<file path="src/rtl/cmp_pkg.sv">
// cmp_pkg: shared state encoding and default sizing for the compare-sharing arbiter
package cmp_pkg;
   localparam int NREQ_D = 4;
   localparam int W_D = 4;
   localparam int ID_W = $clog2(NREQ_D);
   typedef enum logic [1:0] {IDLE = 2'd0, GRANT = 2'd1, RESP = 2'd2} state_t;
endpackage

</file>
<file path="src/rtl/cmp_core.sv">
// cmp_core: combinational unsigned magnitude comparator
module cmp_core #(
   parameter int W = 4
) (
   input  logic [W-1:0] a,
   input  logic [W-1:0] b,
   output logic         eq,
   output logic         lt,
   output logic         gt
);
   assign eq = a == b;
   assign lt = a < b;
   assign gt = a > b;
endmodule

</file>
<file path="src/rtl/cmp_share_arbiter.sv">
// cmp_share_arbiter: round-robin share of one comparator among NREQ requesters
module cmp_share_arbiter
   import cmp_pkg::*;
#(
   parameter int NREQ = NREQ_D,
   parameter int W = W_D,
   localparam int IW = $clog2(NREQ)
) (
   input  logic            clk,
   input  logic            rst,
   input  logic [NREQ-1:0] req,
   input  logic [NREQ*W-1:0] a_in,
   input  logic [NREQ*W-1:0] b_in,
   output logic [NREQ-1:0] gnt,
   output logic            busy,
   output logic            rsp_valid,
   output logic [IW-1:0]   rsp_id,
   output logic            rsp_equal,
   output logic            rsp_lesser,
   output logic            rsp_greater
);
   state_t        state;
   logic [IW-1:0] ptr, pick, id;
   logic [W-1:0]  opa, opb;
   logic          eq, lt, gt;
   int            j;

   // descending scan so the lowest offset from ptr wins
   always_comb begin
      pick = '0;
      j = 0;
      for (int i = NREQ - 1; i >= 0; i--) begin
         j = int'(ptr) + i;
         j = j >= NREQ ? j - NREQ : j;
         if (req[j]) pick = IW'(j);
      end
   end

   cmp_core #(.W(W)) u_core (.a(opa), .b(opb), .eq(eq), .lt(lt), .gt(gt));

   always_ff @(posedge clk) begin
      if (rst) begin
         state <= IDLE;
         ptr <= '0;
         id <= '0;
         opa <= '0;
         opb <= '0;
         gnt <= '0;
         busy <= 1'b0;
         rsp_valid <= 1'b0;
         rsp_id <= '0;
         {rsp_equal, rsp_lesser, rsp_greater} <= 3'b000;
      end else begin
         case (state)
            IDLE: if (|req) begin
               gnt <= NREQ'(1) << pick;
               opa <= a_in[int'(pick)*W +: W];
               opb <= b_in[int'(pick)*W +: W];
               id <= pick;
               ptr <= pick == IW'(NREQ - 1) ? '0 : pick + 1'b1;
               busy <= 1'b1;
               state <= GRANT;
            end
            GRANT: begin
               gnt <= '0;
               rsp_valid <= 1'b1;
               rsp_id <= id;
               {rsp_equal, rsp_lesser, rsp_greater} <= {eq, lt, gt};
               state <= RESP;
            end
            default: begin
               gnt <= '0;
               busy <= 1'b0;
               rsp_valid <= 1'b0;
               rsp_id <= '0;
               {rsp_equal, rsp_lesser, rsp_greater} <= 3'b000;
               state <= IDLE;
            end
         endcase
      end
   end
endmodule

</file>
<file path="config.mk">
export PLATFORM = sky130hd
export DESIGN_NAME = cmp_share_arbiter
export DESIGN_NICKNAME = d
export VERILOG_FILES = /design/src/rtl/cmp_pkg.sv /design/src/rtl/cmp_core.sv /design/src/rtl/cmp_share_arbiter.sv
export SDC_FILE = /design/constraint.sdc
export NUM_CORES = 1
export LEC_CHECK = 0
export BUFFER_PORTS_ARGS = -buffer_cell sky130_fd_sc_hd__buf_2
export CORE_MARGIN = 2
export CORE_UTILIZATION = 43
export CTS_CLUSTER_DIAMETER = 40
export DETAILED_ROUTE_END_ITERATION = 8
export GPL_ROUTABILITY_DRIVEN = 0
export PLACE_DENSITY = 0.71
export SYNTH_ARGS = -nofsm -noshare
export SYNTH_HDL_FRONTEND = slang
export SYNTH_SLANG_ARGS = --single-unit
</file>
<file path="constraint.sdc">
create_clock -name clk -period 2.33 [get_ports clk]
set_input_delay 0.3495 -clock clk [delete_from_list [all_inputs] [get_ports clk]]
set_output_delay 0.3495 -clock clk [all_outputs]
set_load 0.03 [all_outputs]
</file>
==> run metrics, run 1 <==
status=finished clean; Synth area leader=dfxtp_1; Hold Path Stages=3; Final Max Tran Viols=0; DIE AREA=3690 um^2; crit path DAT=2.29 ns; Final period util=0.875; Slew @ Worst Pin=0.849 ns; first-pass GRT wire length=4990 um; die width=60.8 um; Synth async-reset ratio=0; Slowest-stage cell, CP=o221ai_2; global route overflow=0; Net Count, Synth=192; CP Cell Sequence=a21boi_0, o221ai_2, buf_4, inv_1, ha_1, nand2_1, a21oi_1; Internal Power=0.736 mW; pin count of the biggest net entering global routing=19; Clock Skew=0.00501 ns; Flop pwr share=0.461; Sink Count=25; setup_tns=0 ns; synthesis-stage register bit count=25; area grow syn2layout=22.0%; Hold Buf Count CTS=0; Final #Nets=242; initial antenna violation count=0; DR vias=1186; most frequent cell after synthesis=dfxtp_1; VDD IR max=0.256 mV; DRC viols=0; Resize count post-CTS=0; # H-tree levels=1; critical path type=flip-flop to flip-flop; Min Hold Slack=0.316 ns; Worst-Skew Late Latency=0.31 ns; Required @ worst endpoint=2.59 ns; synth cell count leaders=dfxtp_1 (25), mux2i_1 (17), nand2_1 (10), nor2_1 (10); hold path start=a_in[15]; WHS Endpoint=opa[3]; post-route ant nets=0; reg-to-reg endpoint=ptr[1]; combinational share of power=0.370; switching share of power=0.345; core area=3050 um^2; vias in the first global route=1175; ranking of synthesized cells by area=dfxtp_1 (36%), mux2i_1 (12%), ha_1 (7.2%), mux2_2 (4.1%), a21oi_1 (3.3%); First-pass DRT Iterations=4; clock power share=0.169; root buf cell=clkbuf_4; layout cells sized above 1=0.354; Post-synth EDFFs=0; relative slew slack=0.430; TritonCTS Buffers=3; Vert. Die Dim=60.8 um; post-synthesis sequential area ratio=0.361; WP buf/inv=2; mapped cell area=1390 um^2; Setup violations, final=0; number of I/O pins=49; post-synthesis cell type count=41; Worst Reg-to-Reg Cells=7; DP HPWL=2410 um; crit end category=flip-flop; slowest cell delay on critical path=0.52 ns; Total Wirelength=2970 um; ys flop type=dfxtp_1; post-layout min period=2.04 ns; GRT Util Overall=0.181; Crit Reg-Reg Startpoint=ptr[1]; n_diodes=0; pwr dens=665 nW/um^2; Iter 0 DRT Violations=18; CP delay by family, top=compound AO/OA/AOI/OAI gates; # port buffers=48; largest fanout on the critical path=10; per-cell routed wire length=12.4 um; Sw Pwr=0.388 mW; f_max=0.491 GHz; final hold violations=0; worst-case clock buffer depth=2; Startpoint Class=flip-flop; RSZ-0062 raised after global routing=false; Yosys warning count=0; Static Leak=0.800 nW; R2R Setup Slk=0.29 ns; syn avg cell area=9.49 um^2; Vias per Instance=4.96; Post-CTS Repair Setup Buffers=0; Synth top area share=0.361; Post-Syn Instances=146; Reg clk slew, reported paths=0.13 ns; Initial Util=0.454; FP Rows=20; hold crit path type=input pin to flip-flop; max-cap viol count=0; CTS tree=built
-- worst max path at each step --
stage,cells after the start,start,slack [ns],endpoint
after floorplan,7,req[2],0.59,opa[1]
after global placement,7,req[1],0.30,opa[2]
after CTS,7,ptr[1],0.26,ptr[1]
final,7,ptr[1],0.29,ptr[1]
after global routing,7,ptr[1],0.13,ptr[1]
after detailed placement,8,req[1],0.24,ptr[1]
-- area by class of cell --
type	count	area [um^2]
Tap cell	44	55.1
Inverter	10	42.5
Timing Repair Buffer	52	270
Sequential cell	25	500
Fill cell	283	1360
Multi-Input combinational cell	104	796
Clock buffer	4	26.3
-- registers in the layout (all words and copies together) (netlist names) --
register	flops
rsp_equal	1
opb	4
ptr	2
busy	1
opa	4
rsp_lesser	1
gnt	4
rsp_valid	1
id	2
state	2
rsp_greater	1
rsp_id	2
-- layout by cell type, fill, tap and decap left out, types with 2 or more instances in the layout --
cell type / n
dfxtp_1: 25
nor2_1: 10
mux2_2: 5
or3_1: 2
nor3_1: 7
a21oi_1: 9
buf_4: 4
mux2i_1: 17
clkbuf_4: 3
o21ai_0: 5
a31oi_1: 3
inv_1: 9
ha_1: 8
nor2b_1: 2
nand2_1: 10
buf_2: 48
nand2b_1: 3
a221oi_2: 2
-- power groups by stage --
stage	Clock, mW	Combinational, mW	Sequential (mW)
floorplan	0	0.280	0.552
CTS	0.192	0.419	0.519
finish	0.190	0.416	0.519
detailed placement	0	0.417	0.529
global route	0.216	0.467	0.526
global placement	0	0.405	0.526
-- through the flow --
stage	instances	power [mW]	setup WS [ns]	area [um^2]	util
after floorplan	146	0.832	0.591	1390	-
after global placement	235	0.931	0.303	1660	0.545
after detailed placement	235	0.946	0.244	1660	0.545
after CTS	239	1.13	0.260	1690	0.554
after global routing	239	1.21	0.133	1690	0.554
final	239	1.12	0.292	1690	0.554
-- worst min-delay path: stages --
cell and delay [ns]:
buf_2 0.07, mux2i_1 0.05, a21oi_1 0.13
-- cells by family (layout without fill, tap and decap cells) --
kind of cell	count (synthesis)	after routing	synth area share
buffers and inverters	17	66	0.0641
adder cells (fa/ha/maj)	8	8	0.0723
AND/OR/NAND/NOR	41	41	0.159
flip-flops	25	25	0.361
multiplexers	23	23	0.174
AO/OA/AOI/OAI	32	32	0.169
-- per-layer routing --
layer	vias to the layer above	track usage	wire length [um]
met2	35	0.335	1510
met3	2	0.0320	158
li1	622	-	-
met1	527	0.216	1290
met4	0	0.0466	13
met5	-	0	0
(Power assumes the default switching activity.)
==> inputs of run 2 (changes only) <==
--- a/config.mk
+++ b/config.mk
@@ -11,7 +11,7 @@
 export CTS_CLUSTER_DIAMETER = 40
 export DETAILED_ROUTE_END_ITERATION = 8
 export GPL_ROUTABILITY_DRIVEN = 0
-export PLACE_DENSITY = 0.71
+export PLACE_DENSITY_LB_ADDON = 0.15
 export SYNTH_ARGS = -nofsm -noshare
 export SYNTH_HDL_FRONTEND = slang
 export SYNTH_SLANG_ARGS = --single-unit
==> run metrics, run 2 (synthesis results as in run 1) <==
Sink Count=25 (unchanged); Final #Nets=242 (unchanged); global route overflow=0 (unchanged); # port buffers=48 (unchanged); RSZ-0062 raised after global routing=false (unchanged); Reg clk slew, reported paths=0.14 ns (was 0.13 ns); Vert. Die Dim=60.8 um (unchanged); post-layout min period=2.07 ns (was 2.04 ns); Setup violations, final=0 (unchanged); core area=3050 um^2 (unchanged); DP HPWL=2500 um (was 2410 um); root buf cell=clkbuf_4 (unchanged); relative slew slack=0.392 (was 0.430); DR vias=1192 (was 1186); largest fanout on the critical path=10 (unchanged); FP Rows=20 (unchanged); f_max=0.484 GHz (was 0.491 GHz); Post-Route Utilization=0.554 (unchanged); DIE AREA=3690 um^2 (unchanged); per-cell routed wire length=13.2 um (was 12.4 um); CTS tree=built (unchanged); critical path type=flip-flop to flip-flop (unchanged); fill count=295 (was 283); setup_tns=0 ns (unchanged); crit path DAT=2.29 ns (about the same); pin count of the biggest net entering global routing=19 (unchanged); Largest regs=gnt: 4 flops, opa: 4 flops, opb: 4 flops (unchanged); Final period util=0.887 (was 0.875); Vias per Instance=4.99 (was 4.96); layout cells sized above 1=0.354 (unchanged); GRT Util Overall=0.188 (was 0.181); DRC viols=0 (unchanged); Final Power=1.14 mW (was 1.12 mW); status=finished clean (unchanged); Hold Buf Count CTS=0 (unchanged); Total Wirelength=3140 um (was 2970 um); DP Area=1660 um^2 (unchanged); Clock Skew=0.00491 ns (was 0.00501 ns); max-cap viol count=0 (unchanged); pwr dens=676 nW/um^2 (was 665 nW/um^2); Worst-Skew Late Latency=0.33 ns (was 0.31 ns); First-pass DRT Iterations=4 (unchanged); Final Max Tran Viols=0 (unchanged); Resize count post-CTS=0 (unchanged); Startpoint Class=flip-flop (unchanged); commonest cells after routing, fill and taps aside=buf_2 (48), dfxtp_1 (25), mux2i_1 (17) (unchanged); Initial Util=0.454 (unchanged); die width=60.8 um (unchanged); area grow syn2layout=22.0% (unchanged); multi-input logic area=796 um^2 (unchanged); commonest non-fill, non-tap cell in the layout=buf_2 (unchanged); initial antenna violation count=0 (unchanged); Slew @ Worst Pin=0.905 ns (was 0.849 ns); Static Leak=0.800 nW (about the same); number of I/O pins=49 (unchanged); vias in the first global route=1152 (was 1175); first-pass GRT wire length=5180 um (was 4990 um); n_diodes=0 (unchanged); final hold violations=0 (unchanged); Layout Cells excl Fill=239 (unchanged); # H-tree levels=1 (unchanged); post-route ant nets=0 (unchanged); TritonCTS Buffers=3 (unchanged); placed cells=235 (unchanged); register area=500 um^2 (unchanged); hold crit path type=input pin to flip-flop (unchanged); worst-case clock buffer depth=2 (unchanged); Final Cell Area=1690 um^2 (unchanged); Required @ worst endpoint=2.56 ns (was 2.59 ns); crit end category=flip-flop (unchanged); Iter 0 DRT Violations=29 (was 18); Post-CTS Repair Setup Buffers=0 (unchanged); VDD IR max=0.249 mV (was 0.256 mV)
run 2: report_power, final:
| group | internal [mW] | switching (mW) | total [mW] |
|---|---|---|---|
| clock network | 0.0673 | 0.136 | 0.203 |
| registers | 0.483 | 0.0365 | 0.519 |
| logic | 0.187 | 0.233 | 0.420 |
run 2: layout make-up:
type | instances | share of cell area
Sequential cell | 25 | 0.296
Timing Repair Buffer | 52 | 0.160
Tap cell | 44 | 0.0326
Clock buffer | 4 | 0.0155
Multi-Input combinational cell | 104 | 0.471
Inverter | 10 | 0.0252
run 2: routing by layer:
layer | routed length (um) | GRT usage
met1 | 1480 | 0.244
met2 | 1510 | 0.323
met3 | 124 | 0.0362
met4 | 29 | 0.0466
met5 | 0 | 0
run 2: critical path: stages (launching register included):
cell and delay (ns):
dfxtp_1 0.46, a21boi_0 0.16, o221ai_2 0.53, buf_4 0.31
mux2_2 0.35, nand3_1 0.08, a31oi_1 0.08
run 2: metrics by stage:
step / hold WS [ns] / setup WS [ns]
finish: 0.299 / 0.262
global route: 0.305 / 0.120
detailed placement: 0.449 / 0.207
CTS: 0.303 / 0.263
floorplan: 0.436 / 0.591
global placement: 0.429 / 0.297
run 2: path summary, 6_finish.rpt:
kind                            slack (ns)  depth (start not counted)      to     from
worst max-delay path                  0.26                          6  opa[2]   ptr[1]
worst min-delay path                  0.30                          3  opb[2]  b_in[6]
worst max register to register        0.26                          6  opa[2]   ptr[1]
worst min register to register        0.47                          2   id[1]    id[1]
==> inputs of run 3 (changes only) <==
--- a/config.mk
+++ b/config.mk
@@ -5,11 +5,11 @@
 export SDC_FILE = /design/constraint.sdc
 export NUM_CORES = 1
 export LEC_CHECK = 0
-export BUFFER_PORTS_ARGS = -buffer_cell sky130_fd_sc_hd__buf_2
 export CORE_MARGIN = 2
 export CORE_UTILIZATION = 43
 export CTS_CLUSTER_DIAMETER = 40
 export DETAILED_ROUTE_END_ITERATION = 8
+export DONT_BUFFER_PORTS = 1
 export GPL_ROUTABILITY_DRIVEN = 0
 export PLACE_DENSITY_LB_ADDON = 0.15
 export SYNTH_ARGS = -nofsm -noshare
==> run metrics, run 3 (synthesis results as in run 1) <==
DP Area=1420 um^2 (was 1660 um^2); crit end category=flip-flop (unchanged); placed cells=187 (was 235); setup_tns=0 ns (unchanged); area grow syn2layout=4.97% (was 22.0%); Static Leak=0.596 nW (was 0.800 nW); VDD IR max=0.255 mV (was 0.249 mV); worst-case clock buffer depth=2 (unchanged); Initial Util=0.454 (unchanged); commonest non-fill, non-tap cell in the layout=dfxtp_1 (was buf_2); relative slew slack=0.531 (was 0.392); DR vias=1059 (was 1192); Vert. Die Dim=60.8 um (unchanged); commonest cells after routing, fill and taps aside=dfxtp_1 (25), mux2i_1 (17), nand2_1 (10), nor2_1 (10) (was buf_2 (48), dfxtp_1 (25), mux2i_1 (17)); DP HPWL=2300 um (was 2500 um); Clock Skew=0.00140 ns (was 0.00491 ns); First-pass DRT Iterations=4 (unchanged); pwr dens=742 nW/um^2 (was 676 nW/um^2); status=finished clean (unchanged); Resize count post-CTS=0 (unchanged); CTS tree=built (unchanged); root buf cell=clkbuf_4 (unchanged); Layout Cells excl Fill=191 (was 239); GRT Util Overall=0.173 (was 0.188); DIE AREA=3690 um^2 (unchanged); fill count=310 (was 295); hold crit path type=input pin to flip-flop (unchanged); R2R Setup Slk=0.29 ns (was 0.26 ns); Required @ worst endpoint=2.55 ns (was 2.56 ns); Setup violations, final=0 (unchanged); Final Max Tran Viols=0 (unchanged); TritonCTS Buffers=3 (unchanged); Vias per Instance=5.54 (was 4.99); Largest regs=gnt: 4 flops, opa: 4 flops, opb: 4 flops (unchanged); Slew @ Worst Pin=0.704 ns (was 0.905 ns); Hold Buf Count CTS=0 (unchanged); critical path type=flip-flop to flip-flop (unchanged); pin count of the biggest net entering global routing=19 (unchanged); final hold violations=0 (unchanged); RSZ-0062 raised after global routing=false (unchanged); vias in the first global route=1041 (was 1152); FP Rows=20 (unchanged); Iter 0 DRT Violations=40 (was 29); die width=60.8 um (unchanged); initial antenna violation count=0 (unchanged); # H-tree levels=1 (unchanged); n_diodes=0 (unchanged); Final Cell Area=1450 um^2 (was 1690 um^2); Sink Count=25 (unchanged); core area=3050 um^2 (unchanged); Final Power=1.08 mW (was 1.14 mW); # port buffers=0 (was 48); Final period util=0.875 (was 0.887); Worst-Skew Late Latency=0.31 ns (was 0.33 ns); Startpoint Class=flip-flop (unchanged); per-cell routed wire length=15.1 um (was 13.2 um); number of I/O pins=49 (unchanged); first-pass GRT wire length=4800 um (was 5180 um); Final #Nets=194 (was 242); Post-CTS Repair Setup Buffers=0 (unchanged); f_max=0.491 GHz (was 0.484 GHz); largest fanout on the critical path=12 (was 10); Total Wirelength=2890 um (was 3140 um); post-route ant nets=0 (unchanged); max-cap viol count=0 (unchanged); crit path DAT=2.26 ns (was 2.29 ns); post-layout min period=2.04 ns (was 2.07 ns); layout cells sized above 1=0.150 (was 0.354); global route overflow=0 (unchanged); Reg clk slew, reported paths=0.14 ns (about the same); DRC viols=0 (unchanged)
[run 3: final timing paths]
check,from,depth (start not counted),end
hold / removal,rst,1,id[1]
setup reg to reg,ptr[1],6,opa[2]
setup / recovery,ptr[1],6,opa[2]
hold reg to reg,id[1],2,id[1]
[run 3: final cells by class]
| class | count | area [um^2] | area share |
|---|---|---|---|
| clock buffer | 3 | 22.5 | 0.0155 |
| tap | 44 | 55.1 | 0.0379 |
| sequential | 25 | 500 | 0.344 |
| timing repair buffer | 4 | 30.0 | 0.0207 |
| clock inverter | 1 | 7.51 | 0.00516 |
| inverter | 10 | 42.5 | 0.0293 |
| multi-input combinational | 104 | 796 | 0.547 |
[run 3: power breakdown]
group          internal (mW)  total (mW)  leakage (nW)  switching [mW]
clock                 0.0654       0.200        0.0139           0.134
sequential             0.483       0.557         0.206          0.0744
combinational          0.151       0.323         0.376           0.172
total                  0.699        1.08         0.596           0.381
[run 3: stage by stage]
stage	hold slack, ns	setup slack, ns	utilization
6_report	0.0814	0.292	0.476
5_1_grt	0.0542	0.0800	0.476
4_1_cts	0.0669	0.271	0.476
3_5_place_dp	0.423	0.280	0.466
3_3_place_gp	0.421	0.328	0.466
2_1_floorplan	0.436	0.591	-
[run 3: routing by layer]
| layer | track usage | vias to the layer above | wire (um) |
|---|---|---|---|
| met5 | 0 | - | 0 |
| met2 | 0.312 | 28 | 1490 |
| met3 | 0.0277 | 2 | 103 |
| met4 | 0.0466 | 0 | 19 |
| met1 | 0.214 | 508 | 1280 |
| li1 | - | 521 | - |
[run 3: critical path, cell delays in order (launching register included)]
cell and delay, ns:
dfxtp_1 0.44, a21boi_0 0.13, o221ai_2 0.57, buf_4 0.29, mux2_2 0.34, nand3_1 0.08
a31oi_1 0.08
